`src/rtl/uart_cmd_ctrl.sv`:
```
// uart_cmd_ctrl: assembles UART bytes into header/opcode/address command
// frames and hands each completed command to the ICAPE2 sequencer.
// Optional feature: define UART_CMD_CHECKSUM_EN to require a trailing CHK byte
// (XOR of OP and the four address bytes). Without it the frame is 7 bytes.
//
// Handshake: cmd_valid/cmd_ready is a strict valid/ready pair. A transfer
// happens in any cycle where both are high. Once cmd_valid rises, it stays high
// and cmd_op/cmd_addr hold until that transfer. Only rst can withdraw cmd_valid
// early.
module uart_cmd_ctrl #(
    parameter logic [31:0] TIMEOUT_CYC = 32'd50000,
    parameter logic [7:0]  HDR0        = 8'h55,
    parameter logic [7:0]  HDR1        = 8'hAA
) (
    input  logic        clk,
    input  logic        rst,
    input  logic [7:0]  rx_data,
    input  logic        rx_valid,
    output logic        cmd_valid,
    output logic [7:0]  cmd_op,
    output logic [31:0] cmd_addr,
    input  logic        cmd_ready,
    output logic        frame_err,
    output logic [1:0]  err_code,
    output logic        busy,
    output logic [2:0]  state_dbg
);

    typedef enum logic [2:0] {
        IDLE  = 3'd0,
        H1    = 3'd1,
        OPC   = 3'd2,
        ADDR  = 3'd3,
`ifdef UART_CMD_CHECKSUM_EN
        CHK   = 3'd4,
`endif
        ISSUE = 3'd5
    } state_t;

    state_t      state, state_n;
    logic [7:0]  op_q;
    logic [1:0]  byte_cnt;
    logic [31:0] tmo_cnt;
`ifdef UART_CMD_CHECKSUM_EN
    logic [31:0] addr_q;
    logic [7:0]  xor_q;
`else
    // The last address byte goes straight from rx_data into cmd_addr, so only
    // the first three bytes need to be held here.
    logic [23:0] addr_q;
`endif

    logic       err_set;
    logic [1:0] err_val;
    logic       load_op;
    logic       shift_addr;
    logic       commit;
    logic       timed;
    logic       tmo_hit;

    assign cmd_valid = (state == ISSUE);
    assign busy      = (state != IDLE);
    assign state_dbg = state;

    // State register.
    always_ff @(posedge clk) begin
        if (rst) state <= IDLE;
        else     state <= state_n;
    end

    // Next-state decode and datapath control strobes.
    always_comb begin
        state_n    = state;
        err_set    = 1'b0;
        err_val    = 2'd0;
        load_op    = 1'b0;
        shift_addr = 1'b0;
        commit     = 1'b0;
        timed      = (state != IDLE) && (state != ISSUE);
        // A byte arriving in the expiry cycle takes priority over the timeout.
        tmo_hit    = timed && !rx_valid && (tmo_cnt == TIMEOUT_CYC - 32'd1);
        case (state)
            IDLE: begin
                if (rx_valid && rx_data == HDR0) state_n = H1;
            end
            H1: begin
                if (rx_valid) begin
                    if (rx_data == HDR1)      state_n = OPC;
                    else if (rx_data == HDR0) state_n = H1;
                    else                      state_n = IDLE;
                end
            end
            OPC: begin
                if (rx_valid) begin
                    load_op = 1'b1;
                    if (rx_data == 8'h00) begin
                        err_set = 1'b1;
                        err_val = 2'd3;
                        state_n = IDLE;
                    end else begin
                        state_n = ADDR;
                    end
                end
            end
            ADDR: begin
                if (rx_valid) begin
                    shift_addr = 1'b1;
                    if (byte_cnt == 2'd3) begin
`ifdef UART_CMD_CHECKSUM_EN
                        state_n = CHK;
`else
                        commit  = 1'b1;
                        state_n = ISSUE;
`endif
                    end
                end
            end
`ifdef UART_CMD_CHECKSUM_EN
            CHK: begin
                if (rx_valid) begin
                    if (rx_data == xor_q) begin
                        commit  = 1'b1;
                        state_n = ISSUE;
                    end else begin
                        err_set = 1'b1;
                        err_val = 2'd2;
                        state_n = IDLE;
                    end
                end
            end
`endif
            ISSUE: begin
                // Bytes arriving while a command is pending are dropped.
                if (rx_valid) begin
                    err_set = 1'b1;
                    err_val = 2'd3;
                end
                if (cmd_ready) state_n = IDLE;
            end
            default: state_n = IDLE;
        endcase
        if (tmo_hit) begin
            err_set = 1'b1;
            err_val = 2'd1;
            state_n = IDLE;
        end
    end

    // Frame datapath: opcode/address capture, checksum, command and error regs.
    always_ff @(posedge clk) begin
        if (rst) begin
            op_q      <= 8'h00;
            addr_q    <= '0;
            byte_cnt  <= 2'd0;
            cmd_op    <= 8'h00;
            cmd_addr  <= 32'h0;
            frame_err <= 1'b0;
            err_code  <= 2'd0;
`ifdef UART_CMD_CHECKSUM_EN
            xor_q     <= 8'h00;
`endif
        end else begin
            frame_err <= err_set;
            if (err_set) err_code <= err_val;
            if (load_op) begin
                op_q     <= rx_data;
                byte_cnt <= 2'd0;
`ifdef UART_CMD_CHECKSUM_EN
                xor_q    <= rx_data;
`endif
            end
            if (shift_addr) begin
                byte_cnt <= byte_cnt + 2'd1;
`ifdef UART_CMD_CHECKSUM_EN
                addr_q   <= {addr_q[23:0], rx_data};
                xor_q    <= xor_q ^ rx_data;
`else
                addr_q   <= {addr_q[15:0], rx_data};
`endif
            end
            // Outputs only change on a fully accepted frame.
            if (commit) begin
                cmd_op   <= op_q;
`ifdef UART_CMD_CHECKSUM_EN
                cmd_addr <= addr_q;
`else
                cmd_addr <= {addr_q, rx_data};
`endif
            end
        end
    end

    // Inter-byte timeout: runs only mid-frame, restarts on every byte.
    always_ff @(posedge clk) begin
        if (rst)                                      tmo_cnt <= 32'd0;
        else if (rx_valid || !timed || state_n == IDLE) tmo_cnt <= 32'd0;
        else                                          tmo_cnt <= tmo_cnt + 32'd1;
    end

endmodule

```
`config.mk`:
```
export PLATFORM = sky130hd
export DESIGN_NAME = uart_cmd_ctrl
export DESIGN_NICKNAME = d
export VERILOG_FILES = /design/src/rtl/uart_cmd_ctrl.sv
export SDC_FILE = /design/constraint.sdc
export NUM_CORES = 1
export LEC_CHECK = 0
export ABC_AREA = 1
export CAP_MARGIN = 20
export CORE_UTILIZATION = 59
export DETAILED_ROUTE_END_ITERATION = 8
export GPL_TIMING_DRIVEN = 0
export PLACE_DENSITY = 0.83
export SETUP_SLACK_MARGIN = 0.4
export SLEW_MARGIN = 0
export SYNTH_ARGS = -nofsm -noshare
export SYNTH_HDL_FRONTEND = slang
export SYNTH_SLANG_ARGS = --single-unit
```
`constraint.sdc`:
```
create_clock -name clk -period 4.2 [get_ports clk]
set_input_delay 0.84 -clock clk [delete_from_list [all_inputs] [get_ports clk]]
set_output_delay 0.84 -clock clk [all_outputs]
set_load 0.005 [all_outputs]
```
==> results of run 1 <==
[sequential cells by signal, summed over array words and instances, names as in the netlist]
name       count
cmd_addr      32
tmo_cnt       32
addr_q        24
state_dbg      3
frame_err      1
err_code       2
cmd_op         8
byte_cnt       2
op_q           8
[worst max-delay path: stages (launching register included)]
cell,delay (ns)
dfxtp_1,0.37
inv_1,0.11
nand3_1,0.10
inv_1,0.14
clkdlybuf4s50_1,0.52
[metal layers]
metal / vias to the layer above / GRT usage / part of all wire
met3: 52 / 0.0547 / 0.051
met5: - / 0 / 0
met2: 145 / 0.496 / 0.50
met1: 1969 / 0.323 / 0.40
met4: 0 / 0.138 / 0.048
li1: 2168 / - / -
[placed cells by master (no fill, tap or decap), types with 3 or more instances in the layout]
| master | instances |
|---|---|
| a21oi_1 | 45 |
| clkdlybuf4s50_1 | 57 |
| clkbuf_8 | 10 |
| o21ai_0 | 71 |
| buf_6 | 3 |
| nor2_1 | 161 |
| xnor2_1 | 14 |
| nand4_1 | 13 |
| xor2_1 | 14 |
| dfxtp_1 | 112 |
| nand2_1 | 79 |
| buf_2 | 6 |
| nor3_1 | 13 |
| clkbuf_1 | 17 |
| inv_1 | 65 |
| nand3_1 | 13 |
[per-stage QoR]
step | std cells | setup slack (ns) | area [µm²]
2_1_floorplan | 640 | 2.29 | 4660
3_3_place_gp | 799 | 1.56 | 5360
3_5_place_dp | 799 | 1.44 | 5360
4_1_cts | 815 | 1.78 | 5570
5_1_grt | 815 | 1.66 | 5570
6_report | 815 | 1.76 | 5570
[area by class of cell]
class | instances | area, µm²
repair buffers | 57 | 571
well taps | 102 | 128
multi-input cells | 434 | 2030
inverters | 67 | 251
flip-flops and latches | 112 | 2240
fillers | 632 | 2120
plain buffers | 27 | 133
clock inverters | 6 | 72.6
clock buffers | 10 | 138
[report_power, final]
| part | internal [mW] | total (mW) | switching, mW |
|---|---|---|---|
| sequential | 1.06 | 1.06 | 0.0000204 |
| combinational | 0.0153 | 0.0442 | 0.0289 |
| clock | 0.254 | 0.651 | 0.397 |
[worst paths after layout]
check / from / endpoint / cells past startpoint
max: state_dbg[1] / cmd_valid / 4
min: err_code[0] / err_code[0] / 2
max reg2reg: tmo_cnt[0] / tmo_cnt[16] / 11
min reg2reg: err_code[0] / err_code[0] / 2
[cells by family after synthesis]
family / count (synthesis) / share of synthesized area
adder cells (fa/ha/maj): 2 / 0.00537
flip-flops: 112 / 0.481
AND/OR/NAND/NOR: 286 / 0.250
AO/OA/AOI/OAI: 118 / 0.128
buffers and inverters: 94 / 0.0825
XOR/XNOR: 28 / 0.0526
==> results.sh, run 1 <==
export IMPL_cts_tree="built"
export IMPL_ant_nets=0
export IMPL_die_area_um2=8250
export IMPL_htree_levels=3
export IMPL_cts_root_buf="clkbuf_8"
export IMPL_place_gp_congestion=0.886
export IMPL_p_per_area_nw_per_um2=316
export IMPL_netlist_area_leader_share=0.481
export IMPL_syn_num_nets=654
export IMPL_syn_area_per_cell_um2=7.28
export IMPL_postSynthCellCount=640
export IMPL_clockBufferDepth=2
export IMPL_num_vias=4334
export IMPL_ys_top_cells_by_count="161 x nor2_1, 112 x dfxtp_1, 79 x nand2_1, 71 x o21ai_0, 65 x inv_1"
export IMPL_power_leakage_nw=2.06
export IMPL_wl_per_cell_um=13.6
export IMPL_grt_antenna_before_repair=0
export IMPL_insertion_delay_ns=0.37
export IMPL_postRouteWirelength_um=11100
export IMPL_die_h_um=90.9
export IMPL_critical_path_class="flop to output pin"
export IMPL_period_needed_ns=2.44
export IMPL_worst_pin_slew_ns=0.460
export IMPL_outcome="completed"
export IMPL_dr_first_iter_drc_count=243
export IMPL_antenna_cells=0
export IMPL_yosysMostFrequentCell="nor2_1"
export IMPL_synth_area_um2=4660
export IMPL_fin_crit_sh=0.582
export IMPL_cp_start_kind="flop"
export IMPL_setup_violations=0
export IMPL_critical_path_peak_fanout=5
export IMPL_fmax_ghz=0.409
export IMPL_cts_setup_buffers=0
export IMPL_buffer_ports_inserted=57
export IMPL_syn_to_final_growth_pct=19.5
export IMPL_grt_overflow_total=0
export IMPL_dpl_hpwl_um=8320
export IMPL_io_pins=60
export IMPL_fin_util=0.724
export IMPL_grt_pass1_wl_um=18700
export IMPL_holdBufCountCts=0
export IMPL_synthTopCellsByArea="dfxtp_1 48%, nor2_1 13%, o21ai_0 7.6%"
export IMPL_rsz0062_at_grt="false"
export IMPL_grt_pass1_vias=4175
export IMPL_required_ns=3.36
export IMPL_fin_setup_tns_ns=0
export IMPL_synth_area_leader_cell="dfxtp_1"
export IMPL_grt_max_degree=22
export IMPL_clk_pin_slew_worst_paths_ns=0.10
export IMPL_ys_flop_type="dfxtp_1"
export IMPL_ys_types=25
export IMPL_drc=0
export IMPL_critical_path_endpoint_type="output pin"
export IMPL_synth_edf_count=0
export IMPL_crit_arrival_ns=1.60
export IMPL_hold_violations=0
export IMPL_yosysWarningCount=0
export IMPL_grt_util_all_layers=0.281
export IMPL_finalPower_mw=1.76
export IMPL_ys_async_sr_fraction=0
export IMPL_drv_slew=0
export IMPL_hold_path_class="flop to flop"
export IMPL_firstDrtPassIters=5
export IMPL_cts_repair_resize_count=0
export IMPL_holdWs_ns=0.465
export IMPL_ys_seq_area_frac=0.481
export IMPL_clkSinkCount=112
export IMPL_maxSlewHeadroom=0.693
export IMPL_start_util=0.606
export IMPL_drive_gt1_frac=0.0449
export IMPL_cts_inserted_buffers=9
export IMPL_vias_per_cell=5.32
export IMPL_fp_dieW_um=90.9
export IMPL_nets=722
export IMPL_core_um2=7690
export IMPL_peakVddDrop_mv=0.233
export IMPL_clock_skew_ns=0.0169
export IMPL_synth_seq_cells=112
export IMPL_cap_violations=0
export IMPL_core_rowCount=32
export IMPL_r2r_slack_ns=2.23
(Power assumes the default switching activity.)
==> run 2: changes to the inputs <==
--- a/config.mk
+++ b/config.mk
@@ -7,10 +7,10 @@
 export LEC_CHECK = 0
 export ABC_AREA = 1
 export CAP_MARGIN = 20
-export CORE_UTILIZATION = 59
+export CORE_UTILIZATION = 49
 export DETAILED_ROUTE_END_ITERATION = 8
 export GPL_TIMING_DRIVEN = 0
-export PLACE_DENSITY = 0.83
+export PLACE_DENSITY = 0.74
 export SETUP_SLACK_MARGIN = 0.4
 export SLEW_MARGIN = 0
 export SYNTH_ARGS = -nofsm -noshare
==> constraint.sdc (replaced) <==
create_clock -name clk -period 2.1 [get_ports clk]
set_input_delay 0.42 -clock clk [delete_from_list [all_inputs] [get_ports clk]]
set_output_delay 0.42 -clock clk [all_outputs]
set_load 0.005 [all_outputs]
==> results.sh, run 2 (synthesis gave the netlist of run 1 again) <==
export IMPL_outcome="completed"
export IMPL_num_vias=4338
export IMPL_htree_levels=3
export IMPL_setup_violations=0
export IMPL_grt_antenna_before_repair=0
export IMPL_clk_pin_slew_worst_paths_ns=0.12
export IMPL_r2r_slack_ns=0.41
export IMPL_grt_pass1_wl_um=19500
export IMPL_holdPathEnd="cmd_addr[1]"
export IMPL_critical_path_peak_fanout=7
export IMPL_dr_first_iter_drc_count=220
export IMPL_buffer_ports_inserted=57
export IMPL_wl_per_cell_um=14.1
export IMPL_finalPower_mw=3.63
export IMPL_grt_max_degree=23
export IMPL_firstDrtPassIters=5
export IMPL_period_needed_ns=1.69
export IMPL_place_gp_congestion=0.914
export IMPL_rsz0062_at_grt="true"
export IMPL_required_ns=2.38
export IMPL_vias_per_cell=5.06
export IMPL_final_common_cell="nor2_1"
export IMPL_dpl_hpwl_um=8690
export IMPL_die_h_um=99.5
export IMPL_cp_start_kind="flop"
export IMPL_grt_util_all_layers=0.250
export IMPL_hp_start="rx_data[1]"
export IMPL_seqCellArea_um2=2300
export IMPL_clock_skew_ns=0.0141
export IMPL_holdBufCountCts=0
export IMPL_holdPathStages=3
export IMPL_nets=737
export IMPL_use_met3=0.0548
export IMPL_core_um2=9240
export IMPL_worstRegToRegCells=11
export IMPL_multi_input_area_um2=2230
export IMPL_timing_rr_end="tmo_cnt[15]"
export IMPL_fp_dieW_um=99.5
export IMPL_hold_path_class="input pin to flop"
export IMPL_cts_tree="built"
export IMPL_start_util=0.504
export IMPL_ant_nets=0
export IMPL_antenna_cells=0
export IMPL_pre_cts_ws_ns=-0.147
export IMPL_postRouteWirelength_um=12100
export IMPL_maxSlewHeadroom=0.593
export IMPL_p_per_area_nw_per_um2=597
export IMPL_cap_violations=0
export IMPL_fin_ws_ns=0.412
export IMPL_grtUsageMet2=0.447
export IMPL_power_leakage_nw=2.50
export IMPL_io_pins=60
export IMPL_crit_arrival_ns=1.97
export IMPL_drive_gt1_frac=0.163
export IMPL_final_cell_mix="156 x nor2_1, 72 x nand2_1, 71 x o21ai_0, 71 x dfxtp_1, 63 x inv_1"
export IMPL_peakVddDrop_mv=0.548
export IMPL_clockBufferDepth=2
export IMPL_core_rowCount=35
export IMPL_grt_pass1_vias=4269
export IMPL_cts_root_buf="clkbuf_8"
export IMPL_die_area_um2=9900
export IMPL_clkSinkCount=112
export IMPL_grt_overflow_total=0
export IMPL_worst_pin_slew_ns=0.611
export IMPL_drc=0
export IMPL_drv_slew=0
export IMPL_critical_path_class="flop to flop"
export IMPL_top_usage_layer="met2"
export IMPL_insertion_delay_ns=0.39
export IMPL_grtUsageMet1=0.290
export IMPL_critical_path_endpoint_type="flop"
export IMPL_fmax_ghz=0.592
export IMPL_rr_startpoint="tmo_cnt[0]"
export IMPL_fillers=797
export IMPL_cts_inserted_buffers=9
export IMPL_hold_violations=0
export IMPL_syn_to_final_growth_pct=30.4
export IMPL_reg_top3="cmd_addr: 32 flops, tmo_cnt: 32 flops, addr_q: 24 flops"
export IMPL_fin_crit_sh=0.804
run 2: area by class of cell:
type                       instances  share of cell area
buffer                            27              0.0262
clock buffer                       9              0.0204
clock inverter                     7              0.0169
inverter                          67              0.0426
multi-input combinational        434               0.366
sequential                       112               0.379
tap                              129              0.0266
timing repair buffer              72               0.122
run 2: through the flow:
stage / TNS (ns) / hold WS [ns] / area (µm²) / instances / utilization
2_1_floorplan: 0 / 0.430 / 4660 / 640 / -
3_3_place_gp: -3.74 / 0.441 / 5390 / 826 / 0.583
3_5_place_dp: -4.06 / 0.450 / 5390 / 826 / 0.583
4_1_cts: 0 / 0.453 / 5720 / 846 / 0.619
5_1_grt: 0 / 0.385 / 6080 / 857 / 0.658
6_report: 0 / 0.394 / 6080 / 857 / 0.658
run 2: worst max-delay path, stage by stage, from the launching register on:
cell,delay (ns)
dfxtp_4,0.40
ha_4,0.16
nand3_4,0.10
inv_4,0.08
nand3_4,0.08
nor2_4,0.14
nand3_2,0.12
nand2_2,0.13
nand2_4,0.07
nand2_8,0.11
clkbuf_16,0.15
nor2_1,0.03
run 2: repair_timing:
action / CTS / global route
gates resized for setup: 39 / 94
buffers inserted: 4 / 9
setup endpoints to repair: 54 / 111
pin swaps: 2 / 12
cloned: 0 / 2
run 2: layer usage:
metal / up-vias / share of wire
met5: - / 0
met4: 0 / 0.030
met3: 35 / 0.045
met2: 120 / 0.51
met1: 1996 / 0.41
li1: 2187 / -
run 2: worst max-delay path by stage:
stage,slack (ns),cells after the start,start,end
after floorplan,0.52,11,tmo_cnt[0],tmo_cnt[15]
after detailed placement,-0.15,12,rx_data[2],tmo_cnt[3]
after CTS,0.39,5,state_dbg[1],cmd_valid
final,0.41,11,tmo_cnt[0],tmo_cnt[15]
after global placement,-0.13,12,rx_data[2],tmo_cnt[15]
after global routing,0.33,11,tmo_cnt[0],tmo_cnt[28]
run 2: power breakdown:
group,internal (mW),leakage [nW],switching (mW)
registers,2.12,0.924,0.0000719
logic,0.0273,1.46,0.0622
clock network,0.597,0.114,0.822
==> run 3: changes to the inputs <==
==> constraint.sdc (replaced) <==
create_clock -name clk -period 1.4 [get_ports clk]
set_input_delay 0.28 -clock clk [delete_from_list [all_inputs] [get_ports clk]]
set_output_delay 0.28 -clock clk [all_outputs]
set_load 0.005 [all_outputs]
==> results.sh, run 3 (synthesis gave the netlist of run 1 again) <==
export IMPL_dr_first_iter_drc_count=245
export IMPL_clockBufferDepth=2
export IMPL_place_inst=826
export IMPL_fmax_ghz=0.599
export IMPL_num_vias=4871
export IMPL_dpl_hpwl_um=8780
export IMPL_vias_per_cell=5.39
export IMPL_buffer_ports_inserted=57
export IMPL_setup_violations=86
export IMPL_holdBufCountCts=0
export IMPL_core_um2=9240
export IMPL_die_h_um=99.5
export IMPL_reg_top3="cmd_addr: 32 flops, tmo_cnt: 32 flops, addr_q: 24 flops"
export IMPL_dpl_cell_area_um2=5630
export IMPL_cts_root_buf="clkbuf_8"
export IMPL_grt_max_degree=20
export IMPL_start_util=0.504
export IMPL_crit_arrival_ns=1.99
export IMPL_worst_pin_slew_ns=0.431
export IMPL_wl_per_cell_um=16.8
export IMPL_peakVddDrop_mv=0.727
export IMPL_hold_violations=0
export IMPL_cts_tree="built"
export IMPL_power_leakage_nw=2.84
export IMPL_drv_slew=0
export IMPL_firstDrtPassIters=6
export IMPL_critical_path_peak_fanout=4
export IMPL_rsz0062_at_grt="true"
export IMPL_drive_gt1_frac=0.462
export IMPL_period_needed_ns=1.67
export IMPL_core_rowCount=35
export IMPL_worstPathCellList="nor2_4 > nand2_2 > inv_2 > nand4_1 > nand3_2 > nand2_4 > buf_4 > buf_4 > buf_4 > nor2_1"
export IMPL_slowest_delay_ns=0.39
export IMPL_place_gp_congestion=0.948
export IMPL_cts_inserted_buffers=9
export IMPL_ant_nets=0
export IMPL_drc=0
export IMPL_syn_to_final_growth_pct=52.7
export IMPL_grt_pass1_vias=4426
export IMPL_grt_antenna_before_repair=0
export IMPL_fin_setup_tns_ns=-8.88
export IMPL_seqCellArea_um2=2340
export IMPL_violations="negative setup slack"
export IMPL_fp_dieW_um=99.5
export IMPL_hold_path_class="input pin to flop"
export IMPL_fin_area_um2=7110
export IMPL_multi_input_area_um2=2720
export IMPL_maxSlewHeadroom=0.712
export IMPL_path_common_cell="buf_4"
export IMPL_fillers=622
export IMPL_cp_slowest_cell="dfxtp_4"
export IMPL_clkSinkCount=112
export IMPL_fin_util=0.770
export IMPL_grt_util_all_layers=0.276
export IMPL_final_cell_mix="129 x nor2_1, 71 x nand2_1, 56 x inv_1, 56 x dfxtp_2, 49 x dfxtp_1"
export IMPL_r2r_slack_ns=-0.27
export IMPL_nets=784
export IMPL_htree_levels=3
export IMPL_outcome="complete, but fails checks"
export IMPL_postRouteWirelength_um=15200
export IMPL_critical_path_class="flop to flop"
export IMPL_finalPower_mw=5.58
export IMPL_clk_pin_slew_worst_paths_ns=0.11
export IMPL_layout_cells_non_filler=904
export IMPL_grt_overflow_total=0
export IMPL_clock_skew_ns=0.00796
export IMPL_fin_crit_sh=1.19
export IMPL_die_area_um2=9900
export IMPL_critical_path_endpoint_type="flop"
export IMPL_fin_ws_ns=-0.268
export IMPL_insertion_delay_ns=0.38
export IMPL_p_per_area_nw_per_um2=785
export IMPL_grt_pass1_wl_um=21400
export IMPL_required_ns=1.72
export IMPL_cp_start_kind="flop"
export IMPL_final_common_cell="nor2_1"
export IMPL_io_pins=60
export IMPL_cap_violations=0
export IMPL_antenna_cells=0
==> run 3: cell types whose count changed in the layout (fill, tap and decap cells not counted), moves of 23 or more <==
cell | previous run | this run
buf_6 | 1 | 34
a21oi_1 | 45 | 22
buf_2 | 5 | 31
nor2_1 | 156 | 129
nor2_2 | 2 | 27
buf_4 | 13 | 42
o21ai_0 | 71 | 6
clkdlybuf4s50_1 | 32 | 1
o21ai_2 | 0 | 41
==> run 3: critical path: cells and delay by family (launching register included) <==
kind | cells | cell delay [ns]
and+or+nand+nor | 6 | 0.72
buffers and inverters | 4 | 0.50
DFF | 1 | 0.39
==> run 3: per-stage QoR <==
stage	hold WS [ns]	setup slack [ns]
finish	0.267	-0.268
CTS	0.243	-0.182
global route	0.267	-0.308
detailed placement	0.446	-0.809
floorplan	0.415	-0.0504
global placement	0.438	-0.819
==> run 3: final timing paths <==
kind,startpoint,to,depth (start not counted)
hold / removal,rst,state_dbg[1],2
hold reg to reg,op_q[6],cmd_op[6],2
setup reg to reg,state_dbg[2],state_dbg[0],10
setup / recovery,state_dbg[2],state_dbg[0],10
==> run 3: per-layer routing <==
layer  vias up  routed length, µm  global-route usage
met4         0                450              0.0928
met2       207               7380               0.460
met5         -                  0                   0
met1      2306               6290               0.356
li1       2305                  -                   -
met3        53               1040              0.0590
==> run 3: timing repair <==
action,CTS,global route
pin swaps,27,38
buffers inserted,23,27
cloned,4,8
setup endpoints to repair,160,160
resized for setup,317,170
==> run 3: layout make-up <==
class,count,share of cell area
plain buffers,27,0.0470
repair buffers,118,0.147
multi-input cells,434,0.382
clock buffers,10,0.0179
flip-flops and latches,112,0.329
inverters,67,0.0382
clock inverters,6,0.0146
repair inverters,1,0.00123
well taps,129,0.0227
==> run 3: where the power goes <==
part	internal [mW]	leakage (nW)	switching, mW
Clock	1.04	0.111	1.17
Combinational	0.0638	1.79	0.139
Sequential	3.17	0.936	0.0000866
